--- config.mk ---
export PLATFORM = sky130hd
export DESIGN_NAME = hazard_ctrl
export DESIGN_NICKNAME = d
export VERILOG_FILES = /design/src/rtl/hazard_ctrl.sv
export SDC_FILE = /design/constraint.sdc
export NUM_CORES = 1
export LEC_CHECK = 0
export ABC_AREA = 1
export CAP_MARGIN = 20
export CORE_ASPECT_RATIO = 0.6
export CORE_MARGIN = 2
export CORE_UTILIZATION = 46
export CTS_BUF_LIST = sky130_fd_sc_hd__clkbuf_16
export DETAILED_ROUTE_END_ITERATION = 10
export PLACE_DENSITY = 0.77
export SYNTH_ARGS = -nofsm -noshare
export SYNTH_HDL_FRONTEND = slang
export SYNTH_SLANG_ARGS = --single-unit
--- constraint.sdc ---
create_clock -name clk -period 1.5 [get_ports clk]
set_input_delay 0.3 -clock clk [delete_from_list [all_inputs] [get_ports clk]]
set_output_delay 0.3 -clock clk [all_outputs]
set_load 0.005 [all_outputs]
--- src/rtl/hazard_ctrl.sv ---
// hazard_ctrl: pipeline hazard and sequencing controller for the 5-stage MIPS core.
//
// Detects load-use hazards that forwarding cannot cover. Applies control-flow
// flushes for taken branches and jumps. Runs the multi-cycle MULT/DIV busy
// sequencer, which owns HI/LO write timing and stalls HI/LO consumers in ID.
//
// Ports:
//   clk, rst_n        clock (rising edge), asynchronous active-low reset
//   ifid_rs/rt        source fields of the ID instruction
//   ifid_uses_rt      ID instruction reads rt
//   ifid_reads_hilo   ID instruction is MFHI/MFLO
//   ifid_is_md        ID instruction is MULT/MULTU/DIV/DIVU
//   idex_memread/rt   EX instruction is a load, and its destination register
//   md_start          MULT/DIV instruction is in EX this cycle
//   md_is_div         selects the divide latency when md_start is high
//   branch_taken      branch resolved taken in EX
//   jump              J/JAL/JR decoded in ID
//   pc_write          PC register enable
//   ifid_write        IF/ID register enable
//   ifid_flush        clear IF/ID to NOP
//   idex_flush        insert a bubble into ID/EX
//   md_busy           MD unit occupied
//   md_done           one-cycle pulse; HI/LO result is valid this cycle
//   hilo_we           HI/LO write enable, identical to md_done
//   stall_cycles      free-running count of stalled cycles (wraps at 2^32)
module hazard_ctrl #(
  parameter int MUL_LAT = 4,
  parameter int DIV_LAT = 32,
  parameter int CNT_W   = 6
) (
  input  logic        clk,
  input  logic        rst_n,
  input  logic [4:0]  ifid_rs,
  input  logic [4:0]  ifid_rt,
  input  logic        ifid_uses_rt,
  input  logic        ifid_reads_hilo,
  input  logic        ifid_is_md,
  input  logic        idex_memread,
  input  logic [4:0]  idex_rt,
  input  logic        md_start,
  input  logic        md_is_div,
  input  logic        branch_taken,
  input  logic        jump,
  output logic        pc_write,
  output logic        ifid_write,
  output logic        ifid_flush,
  output logic        idex_flush,
  output logic        md_busy,
  output logic        md_done,
  output logic        hilo_we,
  output logic [31:0] stall_cycles
);

  typedef enum logic {
    IDLE = 1'b0,
    BUSY = 1'b1
  } md_state_t;

  // The counter is loaded with LAT-1. The done cycle is then the BUSY cycle
  // in which the count reaches zero, which is exactly LAT cycles after issue.
  localparam logic [CNT_W-1:0] MUL_LOAD = CNT_W'(MUL_LAT - 1);
  localparam logic [CNT_W-1:0] DIV_LOAD = CNT_W'(DIV_LAT - 1);

  md_state_t        state_q, state_d;
  logic [CNT_W-1:0] cnt_q, cnt_d;
  logic [31:0]      stall_cycles_q, stall_cycles_d;

  logic load_use;
  logic hilo_haz;
  logic md_struct;
  logic stall;

  // Hazard detection. A taken branch squashes the ID instruction, so it
  // overrides every stall reason.
  always_comb begin
    load_use  = idex_memread && (idex_rt != 5'd0) &&
                ((idex_rt == ifid_rs) || (ifid_uses_rt && (idex_rt == ifid_rt)));
    hilo_haz  = ifid_reads_hilo && (md_busy || md_start);
    md_struct = ifid_is_md && (md_busy || md_start);
    stall     = (load_use || hilo_haz || md_struct) && !branch_taken;
  end

  // Pipeline enables and flushes. Priority order: branch, stall, jump.
  always_comb begin
    pc_write   = 1'b1;
    ifid_write = 1'b1;
    ifid_flush = 1'b0;
    idex_flush = 1'b0;
    if (branch_taken) begin
      ifid_flush = 1'b1;
      idex_flush = 1'b1;
    end else if (stall) begin
      pc_write   = 1'b0;
      ifid_write = 1'b0;
      idex_flush = 1'b1;
    end else if (jump) begin
      ifid_flush = 1'b1;
    end else begin
      pc_write   = 1'b1;
    end
  end

  // MD sequencer next state. md_start while BUSY is ignored on purpose.
  always_comb begin
    state_d = state_q;
    cnt_d   = cnt_q;
    case (state_q)
      IDLE: begin
        if (md_start) begin
          state_d = BUSY;
          cnt_d   = md_is_div ? DIV_LOAD : MUL_LOAD;
        end else begin
          state_d = IDLE;
        end
      end
      BUSY: begin
        if (cnt_q != '0) begin
          cnt_d = cnt_q - CNT_W'(1);
        end else begin
          state_d = IDLE;
        end
      end
      default: begin
        state_d = IDLE;
        cnt_d   = '0;
      end
    endcase
  end

  // Stall statistics counter; natural 32-bit wrap.
  always_comb begin
    if (stall) begin
      stall_cycles_d = stall_cycles_q + 32'd1;
    end else begin
      stall_cycles_d = stall_cycles_q;
    end
  end

  // State, counter and statistics registers.
  always_ff @(posedge clk or negedge rst_n) begin
    if (!rst_n) begin
      state_q        <= IDLE;
      cnt_q          <= '0;
      stall_cycles_q <= 32'd0;
    end else begin
      state_q        <= state_d;
      cnt_q          <= cnt_d;
      stall_cycles_q <= stall_cycles_d;
    end
  end

  // Sequencer status, decoded directly from registers so it is glitch-free
  // and drops at once on reset.
  always_comb begin
    md_busy      = (state_q == BUSY);
    md_done      = (state_q == BUSY) && (cnt_q == '0);
    hilo_we      = md_done;
    stall_cycles = stall_cycles_q;
  end

endmodule

* Word-level counts from Yosys, hierarchy flattened
Index checks and enable logic that the tools add are counted.
Storage, ports and cells: register bits 39, word-level logic and storage cells 40, bits of input ports 25, output and inout port bits 39
Cells by class: add/sub/neg operators 2, reduce and logical (&&, ||, !) cells 16, muxes and demuxes 14, bitwise operators 1, eq/ne operators 4
Operators by type and width (number):
- adder 32 x 1 -> 32 bit (second input constant) | 1
- 2-to-1 mux 6 bit | 2
- one-hot mux 6 bit (2 select lines) | 1
- equality test 5 bit | 2
- 2-to-1 mux 1 bit | 9
- logical AND 1 bit | 7
- zero test 6 bit | 1
- nonzero test 6 bit | 1
- subtractor 6 x 1 -> 6 bit (second input constant) | 1
- 2-to-1 mux 5 bit | 1
- nonzero test 5 bit | 1
- logical OR 1 bit | 4
- inequality test 2 x 1 -> 1 bit (second input constant) | 1
- inequality test 2 bit (second input constant) | 1
- one-hot mux 1 bit (2 select lines) | 1
- AND reduction 2 bit | 1
- zero test 1 bit | 1
- inverter 1 bit | 1

* Logic depth before layout (Yosys ltp)
Gate-level depths: netlist (run 1).
depth after elaboration 9, gate-level depth with buffers 12, gate-level depth less buffers 11

* Least setup slack after synthesis (run 1)
OpenSTA, ideal clock, no wires.
kind register to register, start reg cnt_q[0], end reg cnt_q[3], required time 1.382 ns, clock period less this slack 1.574 ns, cell stages (with the launch flop) 11, data arrival time 1.455 ns, buffers on the path 1, slack -0.074 ns, library setup time 0.118 ns, cell sequence dfrtp_1 -> inv_1 -> ha_1 -> inv_1 -> nor2_1 -> nand2_1 -> nor4_4 -> nor2_1 -> buf_4 -> nand2_1 -> o21ai_2
On the way: cells in the longest elaborated chain, start to end 3, elaborated cells on any way between the ends 6, classes of those cells 1 x add/sub; 1 x eq/ne; 2 x mux; 2 x reduce/logical
Ends and longest elaborated chain:
- start, declared | line 65 | logic [CNT_W-1:0] cnt_q, cnt_d;
- start signal, assigned | line 147 | cnt_q <= cnt_d;
- subtractor 6 x 1 -> 6 bit or nonzero test 6 bit (tied branches) | line 118, 117
- 2-to-1 mux 6 bit or inequality test 2 x 1 -> 1 bit (tied branches)
- one-hot mux 6 bit (2 select lines) or AND reduction 2 bit (tied branches)
Several ways; a longest one is shown, not always the timed one. The select of a mux whose other input is x is not followed. A chain may end at the register's enable or synchronous reset.

* Worst setup path in the final report (run 1)
start reg cnt_q[0], end out hilo_we
On the way: cells in the longest elaborated chain, start to end 2
Ends and longest elaborated chain:
- zero test 6 bit | line 156 | md_done = (state_q == BUSY) && (cnt_q == '0);
- logical AND 1 bit | line 156
- end, declared | line 50 | output logic hilo_we,
No other way between the ends.

==> results of run 1 <==
-- layer usage --
metal / GRT usage / wire length, um / up-vias
met5: 0 / 0 / -
met4: 0.0609 / 292 / 0
met3: 0.0565 / 1280 / 43
met2: 0.463 / 5400 / 262
met1: 0.405 / 4710 / 1737
li1: - / - / 1717
-- state kept, by name (all words and copies together) (netlist names) --
register / count
cnt_q: 6
stall_cycles: 32
md_busy: 1
-- timing repair --
item / CTS / global route
buffers inserted: 45 / 22
pin swaps: 27 / 71
resized for setup: 151 / 118
endpoints found under the hold margin: 11 / 0
hold buffers: 1 / 0
setup endpoints to repair: 77 / 52
gates cloned: 0 / 3
-- through the flow --
stage	utilization	power, uW	TNS [ns]	instance area, um2	setup slack [ns]
after CTS	0.723	4810	-3.24	4400	-0.510
after floorplan	-	2340	-0.0906	2910	-0.0398
after detailed placement	0.638	3180	-21.75	3880	-0.806
after global placement	0.638	3090	-18.18	3880	-0.756
final	0.819	5360	-3.04	4980	-0.359
after global routing	0.819	5590	-5.44	4980	-0.431
-- final timing paths --
| kind | slack [ns] | endpoint | depth (start not counted) | startpoint |
|---|---|---|---|---|
| hold / removal | 0.46 | cnt_q[2]$_DFFE_PN0P_ | 2 | rst_n |
| setup / recovery | -0.36 | hilo_we | 8 | cnt_q[0]$_DFFE_PN0P_ |
| max in group asynchronous | 0.58 | stall_cycles[24]$_DFFE_PN0P_ | 3 | rst_n |
| setup reg to reg | -0.20 | cnt_q[1]$_DFFE_PN0P_ | 12 | cnt_q[0]$_DFFE_PN0P_ |
| hold reg to reg | 0.58 | stall_cycles[18]$_DFFE_PN0P_ | 2 | stall_cycles[18]$_DFFE_PN0P_ |
| min in group clk | 0.58 | stall_cycles[18]$_DFFE_PN0P_ | 2 | stall_cycles[18]$_DFFE_PN0P_ |
-- final cells by class --
cell class,count,area (um2)
Clock buffer,5,125
Timing Repair Buffer,172,1530
Tap cell,84,105
Sequential cell,39,986
Clock inverter,3,63.8
Inverter,34,133
Fill cell,365,1100
Multi-Input combinational cell,360,2040
-- worst max-delay path: cells and delay by family, from the launching register on --
family,cells,cell delay (ns)
DFF,1,0.40
buffers and inverters,4,0.38
and+or+nand+nor,3,0.36
adders and majority gates,1,0.13
-- kinds of logic after synthesis --
family	after synthesis	synth area share
AND/OR/NAND/NOR	329	0.497
buffers and inverters	46	0.0764
flip-flops	39	0.339
XOR/XNOR	17	0.0516
AO/OA/AOI/OAI	12	0.0278
adder cells (fa/ha/maj)	2	0.00868
-- synth_stat cells, types with 2 or more instances --
| library cell | n |
|---|---|
| nand3b_1 | 14 |
| xnor2_1 | 5 |
| inv_2 | 3 |
| nand3_1 | 38 |
| nor2_4 | 4 |
| nor2_2 | 6 |
| buf_4 | 6 |
| ha_1 | 2 |
| nand2_1 | 204 |
| inv_1 | 30 |
| xor2_1 | 12 |
| nand2_4 | 2 |
| nand2_2 | 5 |
| o21ai_2 | 5 |
| nand4_1 | 2 |
| o21ai_0 | 6 |
| buf_6 | 3 |
| dfrtp_1 | 39 |
| nor2_1 | 52 |
| buf_2 | 2 |
-- power groups by stage --
stage / Clock (uW) / Sequential, uW / Combinational (uW)
floorplan: 0 / 1380 / 958
CTS: 1390 / 1320 / 2100
global placement: 0 / 1340 / 1740
finish: 1400 / 1350 / 2610
global route: 1450 / 1360 / 2780
detailed placement: 0 / 1360 / 1820
-- cells in the final DEF, fill, tap and decap left out, drive strengths merged, types with 7 or more instances in the layout --
cell type	synthesis	final
xor2	12	12
nand3	38	38
nor2	62	62
clkbuf	1	7
buf	11	129
o21ai	11	11
nand3b	14	14
dfrtp	39	39
dlygate4sd2	0	20
inv	33	34
nand2	211	211
clkdlybuf4s50	0	10
==> run summary, run 1 <==
clock latency on the worst-skew pair - 0.29 ns
initial drt markers - 407
IO Port Bufs - 63
number of global-route vias before repair - 3,214
first-pass GRT wire length - 15.6 mm
clock slew at reported path FFs - 0.06 ns
CP max FO - 2
WP data required - 1.20 ns
crit-path max cell delay - 0.40 ns
Yosys top cell by area - dfrtp_1
Mapped Cells - 445
clock group share of total power - 0.262
TritonCTS clock tree - built
Initial Util - 0.474
Mapped Avg Cell Area - 6.48 um2
number of enable flip-flop cells after synthesis - 0
core region area - 6080 um2
Avg Vias per Cell - 5.39
critical path arrival - 1.56 ns
RePlAce Congestion - 0.964
nets@finish - 639
Syn Std Cell Area - 2880 um2
CP Capture Type - output port
largest cells by area after synthesis - dfrtp_1 (34%), nand2_1 (27%), nor2_1 (6.8%)
Distinct cells, synth - 25
CTS buffer count - 5
largest net degree at the start of global routing - 33
fmax - 538 MHz
TritonCTS Sinks - 39
crit path cell chain - inv_2 > ha_4 > inv_2 > nor2_4 > nand2_4 > nor4_4 > buf_4 > buf_6
clk_skew - 0.00834 ns
fin crit period - 1.86 ns
Placed Cells - 623
clk buf depth - 2
number of synthesized register bits - 39
syn nets - 472
RSZ-0062 raised after global routing - yes
slew at the pin closest to its max-slew limit - 0.374 ns
switch share - 0.352
Hold Slack - 0.456 ns
Max Slew Vio Count - 0
root buffer cell - clkbuf_16
initial antenna violation count - 0
die extent in x - 106 um
NetSw - 1890 uW
combinational power share - 0.487
sequential power share - 0.252
LEAKAGE - 0.00269 uW
Max Cap Violations - 0
P_int - 3470 uW
sequential element share of the synthesized area - 0.339
layout cells sized above 1 - 0.408
Startpoint Class - flop
DRC viols - 0
# H-tree levels - 2
top-area cell type share of the netlist area - 0.339
drt first pass iters - 5
Std-Cell Rows - 22
failing checks - negative setup slack
Slew HR - 0.751
drt wl/cell - 16.8 um
slowest cell on the critical path - dfrtp_1
Fin. Hold Viols - 0
Total Routing Usage GR - 0.288
crit share post-route - 1.24
Crit Path Category - flop to output port
Most used DFF post-synth - dfrtp_1
PwrDens - 1080 nW/um2
asr flop ratio synth - 1.00
Synth Warn # - 0
hold crit path type - input pin to async pin
Crit path top cell by count - inv_2
global route overflow - 0
Finished Layout Cells - 697
Setup Viol. Count Final - 26
post-detail-place hpwl - 6.60 mm
via count - 3,759
Area Overhead vs Synth - 72.7%
Worst VDD drop - 0.741 mV
Die Y-Extent - 65.3 um
antenna fix cells - 0
final worst setup slack - -0.359 ns
status - complete, but fails checks
Final ANT Viol Nets - 0
die area - 6940 um2
Ports - 64
DRT Wirelength - 11.7 mm
Power figures use the tool's default switching activity.
==> inputs of run 2 (changes only) <==
Settings changed: CORE_UTILIZATION 46 to 31, PLACE_DENSITY 0.77 to unset.
==> run 2 against run 1 <==
Compared with the run above: the flow still finishes with violations (negative setup slack); power shrank 9.4%; non-clock buffer count grew 5; largest power group unchanged; flip-flop and latch count is the same.
==> run summary, run 2 (same netlist as run 1, synthesis figures left out) <==
Std-Cell Rows - 27 (was 22)
via count - 3,526 (was 3,759)
crit path cell chain - inv_2 > ha_4 > inv_2 > nor2_4 > nand2_2 > nor4_4 > buf_4 > buf_6 (was inv_2 > ha_4 > inv_2 > nor2_4 > nand2_4 > nor4_4 > buf_4 > buf_6)
Slew HR - 0.676 (was 0.751)
clock slew at reported path FFs - 0.06 ns (about the same)
IO Port Bufs - 63 (unchanged)
CTS buffer count - 5 (unchanged)
switch share - 0.367 (was 0.352)
Worst VDD drop - 0.589 mV (was 0.741 mV)
fmax - 552 MHz (was 538 MHz)
PwrDens - 953 nW/um2 (was 1080 nW/um2)
Multi-input gate area - 2140 um2 (was 2040 um2)
Placed Instance Area - 3910 um2 (was 3880 um2)
Area Overhead vs Synth - 77.0% (was 72.7%)
Die Y-Extent - 78.7 um (was 65.3 um)
RePlAce Congestion - 0.999 (was 0.964)
flop-to-flop setup slack - -0.09 ns (was -0.20 ns)
die extent in x - 128 um (was 106 um)
initial antenna violation count - 0 (unchanged)
clk buf depth - 2 (unchanged)
antenna fix cells - 0 (unchanged)
commonest non-fill, non-tap cell in the layout - nand2_1 (unchanged)
worst r2r path cells - 11 (was 12)
core region area - 9090 um2 (was 6080 um2)
layout cells sized above 1 - 0.468 (was 0.408)
CP top delay family - flip-flops (unchanged)
clock latency on the worst-skew pair - 0.28 ns (was 0.29 ns)
clk_skew - 0.00323 ns (was 0.00834 ns)
slew at the pin closest to its max-slew limit - 0.482 ns (was 0.374 ns)
r2r startpoint - cnt_q[0]$_DFFE_PN0P_ (unchanged)
hold crit path type - input pin to async pin (unchanged)
# H-tree levels - 2 (unchanged)
DRC viols - 0 (unchanged)
Storage cell area - 988 um2 (was 986 um2)
number of global-route vias before repair - 3,178 (was 3,214)
r2r endpoint - cnt_q[0]$_DFFE_PN0P_ (was cnt_q[1]$_DFFE_PN0P_)
Setup Viol. Count Final - 15 (was 26)
LEAKAGE - 0.00269 uW (about the same)
failing checks - negative setup slack (unchanged)
worst path bufs/invs - 4 (unchanged)
final worst setup slack - -0.311 ns (was -0.359 ns)
crit-path max cell delay - 0.40 ns (about the same)
design area - 5100 um2 (was 4980 um2)
combinational power share - 0.508 (was 0.487)
crit share post-route - 1.21 (was 1.24)
Total Routing Usage GR - 0.199 (was 0.288)
drt wl/cell - 14.9 um (was 16.8 um)
global route overflow - 0 (unchanged)
TritonCTS Sinks - 39 (unchanged)
root buffer cell - clkbuf_16 (unchanged)
WP data required - 1.20 ns (about the same)
Max Slew Vio Count - 0 (unchanged)
first-pass GRT wire length - 15.9 mm (was 15.6 mm)
clock group share of total power - 0.215 (was 0.262)
Final ANT Viol Nets - 0 (unchanged)
post-detail-place hpwl - 6.82 mm (was 6.60 mm)
TritonCTS clock tree - built (unchanged)
nets@finish - 645 (was 639)
Crit path top cell by count - inv_2 (unchanged)
Crit Path Category - flop to output port (unchanged)
NetSw - 1790 uW (was 1890 uW)
P_int - 3070 uW (was 3470 uW)
fin crit period - 1.81 ns (was 1.86 ns)
critical path arrival - 1.51 ns (was 1.56 ns)
slowest cell on the critical path - dfrtp_1 (unchanged)
die area - 10,100 um2 (was 6940 um2)
status - complete, but fails checks (unchanged)
initial drt markers - 276 (was 407)
max reg flops - 32 (unchanged)
Max Cap Violations - 0 (unchanged)
Avg Vias per Cell - 4.80 (was 5.39)
Startpoint Class - flop (unchanged)
most frequent cells in the layout - nand2_1 (146), buf_4 (94), nand2_2 (52), nand3_1 (37), dfrtp_1 (29) (was nand2_1 (173), buf_4 (87), nand3_1 (36), dfrtp_1 (31), nand2_2 (27))
Fill cells - 823 (was 365)
Ports - 64 (unchanged)
RSZ-0062 raised after global routing - yes (unchanged)
DRT Wirelength - 10.9 mm (was 11.7 mm)
total design power - 4860 uW (was 5360 uW)
sequential power share - 0.277 (was 0.252)
CP Capture Type - output port (unchanged)
Fin. Hold Viols - 0 (unchanged)
largest net degree at the start of global routing - 33 (unchanged)
Initial Util - 0.317 (was 0.474)
drt first pass iters - 5 (unchanged)
CP max FO - 2 (unchanged)
pre-CTS setup slack - -0.809 ns (was -0.806 ns)
==> run 2: worst reg2reg max path, stage by stage (launching register included) <==
cell and delay [ns]:
dfrtp_1 0.40, inv_2 0.08, ha_4 0.13, inv_2 0.04
nor2_4 0.08, nand2_2 0.08, nor4_4 0.16, buf_4 0.17
buf_4 0.14, nor2_4 0.06, o21ai_2 0.06, o21ai_2 0.07
==> run 2: what timing repair did <==
| item | CTS | global route |
|---|---|---|
| pin swaps | 28 | 70 |
| hold endpoints to repair | 13 | 0 |
| setup endpoints to repair | 77 | 51 |
| cloned | 1 | 3 |
| hold buffers | 1 | 0 |
| gates resized for setup | 145 | 154 |
| buffers inserted | 47 | 26 |
==> run 2: metrics by stage <==
| stage | TNS, ns | hold slack [ns] | util | instances |
|---|---|---|---|---|
| floorplan | -0.0906 | 0.00441 | - | 445 |
| global placement | -21.08 | 0.228 | 0.430 | 655 |
| detailed placement | -24.14 | 0.232 | 0.430 | 655 |
| CTS | -2.86 | 0.483 | 0.486 | 712 |
| global route | -3.92 | 0.517 | 0.561 | 735 |
| finish | -1.67 | 0.471 | 0.561 | 735 |
==> run 2: cell type report <==
class / instances / share of cell area
Multi-Input combinational cell: 361 / 0.419
Timing Repair Buffer: 177 / 0.305
Sequential cell: 39 / 0.194
Tap cell: 116 / 0.0285
Inverter: 34 / 0.0265
Clock buffer: 5 / 0.0245
Clock inverter: 3 / 0.00245
==> run 2: power groups by stage <==
stage	combinational (uW)	sequential, uW	clock, uW
6_report	2470	1350	1050
5_1_grt	2700	1360	1100
4_1_cts	2000	1330	1050
3_5_place_dp	1760	1350	0
3_3_place_gp	1710	1350	0
2_1_floorplan	958	1380	0
==> run 2: metal layers <==
layer,vias to the layer above,part of all wire,global-route usage,wire (um)
li1,1734,-,-,-
met1,1641,0.47,0.292,5140
met2,144,0.44,0.289,4810
met3,7,0.086,0.0620,940
met4,0,0.0042,0.0326,46
met5,-,0,0,0
==> run 2: worst max path at each step <==
stage	startpoint	end	depth (start not counted)	slack [ns]
global route	cnt_q[0]$_DFFE_PN0P_	hilo_we	8	-0.39
global placement	idex_rt[2]	ifid_flush	11	-0.76
finish	cnt_q[0]$_DFFE_PN0P_	hilo_we	8	-0.31
detailed placement	idex_rt[3]	ifid_flush	11	-0.81
CTS	cnt_q[0]$_DFFE_PN0P_	hilo_we	8	-0.49
floorplan	cnt_q[0]$_DFFE_PN0P_	cnt_q[3]$_DFFE_PN0P_	10	-0.04
==> inputs of run 3 (changes only) <==
Settings changed: SKIP_CTS_REPAIR_TIMING set to 1.
==> run 3 against run 2 <==
Compared with the run above: the run still ends with negative setup slack left; sequential share of layout area increased by 1.7 points; via count is 4.8% lower; clock power is essentially flat; largest cell class unchanged.
==> run summary, run 3 (same netlist as run 1, synthesis figures left out) <==
status - complete, but fails checks (unchanged)
failing checks - negative setup slack (unchanged)
IO Port Bufs - 63 (unchanged)
critical path arrival - 1.63 ns (was 1.51 ns)
slowest cell on the critical path - dfrtp_1 (unchanged)
Setup Viol. Count Final - 13 (was 15)
Hold Slack - 0.473 ns (was 0.471 ns)
Initial Util - 0.317 (unchanged)
Final ANT Viol Nets - 0 (unchanged)
Fin. Hold Viols - 0 (unchanged)
Startpoint Class - flop (unchanged)
antenna fix cells - 0 (unchanged)
r2r startpoint - cnt_q[0]$_DFFE_PN0P_ (unchanged)
nets@finish - 612 (was 645)
Max Cap Violations - 0 (unchanged)
Die Y-Extent - 78.7 um (unchanged)
Ports - 64 (unchanged)
Slew HR - 0.670 (was 0.676)
Crit path top cell by count - inv_2 (unchanged)
r2r endpoint - cnt_q[0]$_DFFE_PN0P_ (unchanged)
CTS buffer count - 5 (unchanged)
DRC viols - 0 (unchanged)
clock latency on the worst-skew pair - 0.28 ns (about the same)
initial antenna violation count - 0 (unchanged)
crit share post-route - 1.29 (was 1.21)
Fill cells - 857 (was 823)
CP Capture Type - output port (unchanged)
RePlAce Congestion - 0.999 (unchanged)
number of global-route vias before repair - 2,877 (was 3,178)
initial drt markers - 224 (was 276)
# H-tree levels - 2 (unchanged)
layout cells sized above 1 - 0.374 (was 0.468)
total design power - 4490 uW (was 4860 uW)
Crit Path Category - flop to output port (unchanged)
global route overflow - 0 (unchanged)
Worst VDD drop - 0.589 mV (about the same)
root buffer cell - clkbuf_16 (unchanged)
TritonCTS clock tree - built (unchanged)
commonest non-fill, non-tap cell in the layout - nand2_1 (unchanged)
fin crit period - 1.93 ns (was 1.81 ns)
drt first pass iters - 4 (was 5)
CP max FO - 3 (was 2)
worst r2r path cells - 10 (was 11)
Placed Instance Area - 3910 um2 (unchanged)
Avg Vias per Cell - 4.78 (was 4.80)
Max Slew Vio Count - 0 (unchanged)
clk_skew - 0.00212 ns (was 0.00323 ns)
first-pass GRT wire length - 14.5 mm (was 15.9 mm)
die extent in x - 128 um (unchanged)
hold crit path type - input pin to async pin (unchanged)
die area - 10,100 um2 (unchanged)
via count - 3,357 (was 3,526)
slew at the pin closest to its max-slew limit - 0.491 ns (was 0.482 ns)
core region area - 9090 um2 (unchanged)
max reg flops - 32 (unchanged)
crit path cell chain - inv_2 > ha_4 > inv_2 > nor2_4 > nand2_2 > nor4_4 > buf_2 (was inv_2 > ha_4 > inv_2 > nor2_4 > nand2_2 > nor4_4 > buf_4 > buf_6)
DRT Wirelength - 9.83 mm (was 10.9 mm)
Finished Layout Cells - 702 (was 735)
drt wl/cell - 14.0 um (was 14.9 um)
most frequent cells in the layout - nand2_1 (178), buf_4 (73), dlymetal6s2s_1 (41), nand3_1 (37), nor2_1 (26) (was nand2_1 (146), buf_4 (94), nand2_2 (52), nand3_1 (37), dfrtp_1 (29))
clock slew at reported path FFs - 0.06 ns (about the same)
crit-path max cell delay - 0.40 ns (about the same)
Total Routing Usage GR - 0.182 (was 0.199)
clk buf depth - 2 (unchanged)
largest net degree at the start of global routing - 33 (unchanged)
Area Overhead vs Synth - 64.0% (was 77.0%)
PwrDens - 949 nW/um2 (was 953 nW/um2)
TritonCTS Sinks - 39 (unchanged)
WP data required - 1.20 ns (about the same)
post-detail-place hpwl - 6.82 mm (unchanged)
design area - 4730 um2 (was 5100 um2)
crit path from - cnt_q[0]$_DFFE_PN0P_ (unchanged)
LEAKAGE - 0.00290 uW (was 0.00269 uW)
TNS Setup - -2.29 ns (was -1.67 ns)
RSZ-0062 raised after global routing - yes (unchanged)
final worst setup slack - -0.433 ns (was -0.311 ns)
Std-Cell Rows - 27 (unchanged)
flop-to-flop setup slack - -0.21 ns (was -0.09 ns)
fmax - 517 MHz (was 552 MHz)
Placed Cells - 655 (unchanged)
==> run 3: cell count changes in the layout (fill, tap and decap cells not counted), moves of 9 or more <==
cell and change:
dlymetal6s2s_1 +36, buf_4 -21, nor2_1 +9, nand2_2 -28
dlygate4sd2_1 -16, nand2_1 +32
==> run 3: layer usage <==
metal | global-route usage | wire [um] | up-vias
met5 | 0 | 0 | -
met4 | 0.0337 | 93 | 0
met3 | 0.0559 | 668 | 9
met2 | 0.246 | 4030 | 110
met1 | 0.281 | 5040 | 1576
li1 | - | - | 1662
==> run 3: worst max path at each step <==
stage,depth (start not counted),endpoint
after CTS,11,ifid_flush
after global placement,11,ifid_flush
after floorplan,10,cnt_q[3]$_DFFE_PN0P_
after global routing,7,hilo_we
final,7,md_done
after detailed placement,11,ifid_flush
==> run 3: metrics by stage <==
step	setup slack, ns	utilization
2_1_floorplan	-0.0398	-
3_3_place_gp	-0.755	0.430
3_5_place_dp	-0.809	0.430
4_1_cts	-0.818	0.445
5_1_grt	-0.513	0.520
6_report	-0.433	0.520
==> run 3: worst max-delay path, delay by kind of cell, from the launching register on <==
kind          cells  cell delay, ns
simple gates      3            0.51
flops             1            0.40
buf+inv           3            0.30
fa+ha+maj         1            0.14
==> run 3: final cells by class <==
| type | count | area, um2 | share of cell area |
|---|---|---|---|
| multi-input combinational | 361 | 1970 | 0.417 |
| clock inverter | 3 | 12.5 | 0.00265 |
| inverter | 34 | 130 | 0.0275 |
| clock buffer | 5 | 125 | 0.0265 |
| tap | 116 | 145 | 0.0307 |
| sequential | 39 | 998 | 0.211 |
| timing repair buffer | 144 | 1340 | 0.284 |
==> run 3: where the power goes <==
part / switching (uW) / internal [uW]
Clock: 431 / 602
Combinational: 1060 / 1040
Sequential: 144 / 1210
Total: 1630 / 2850
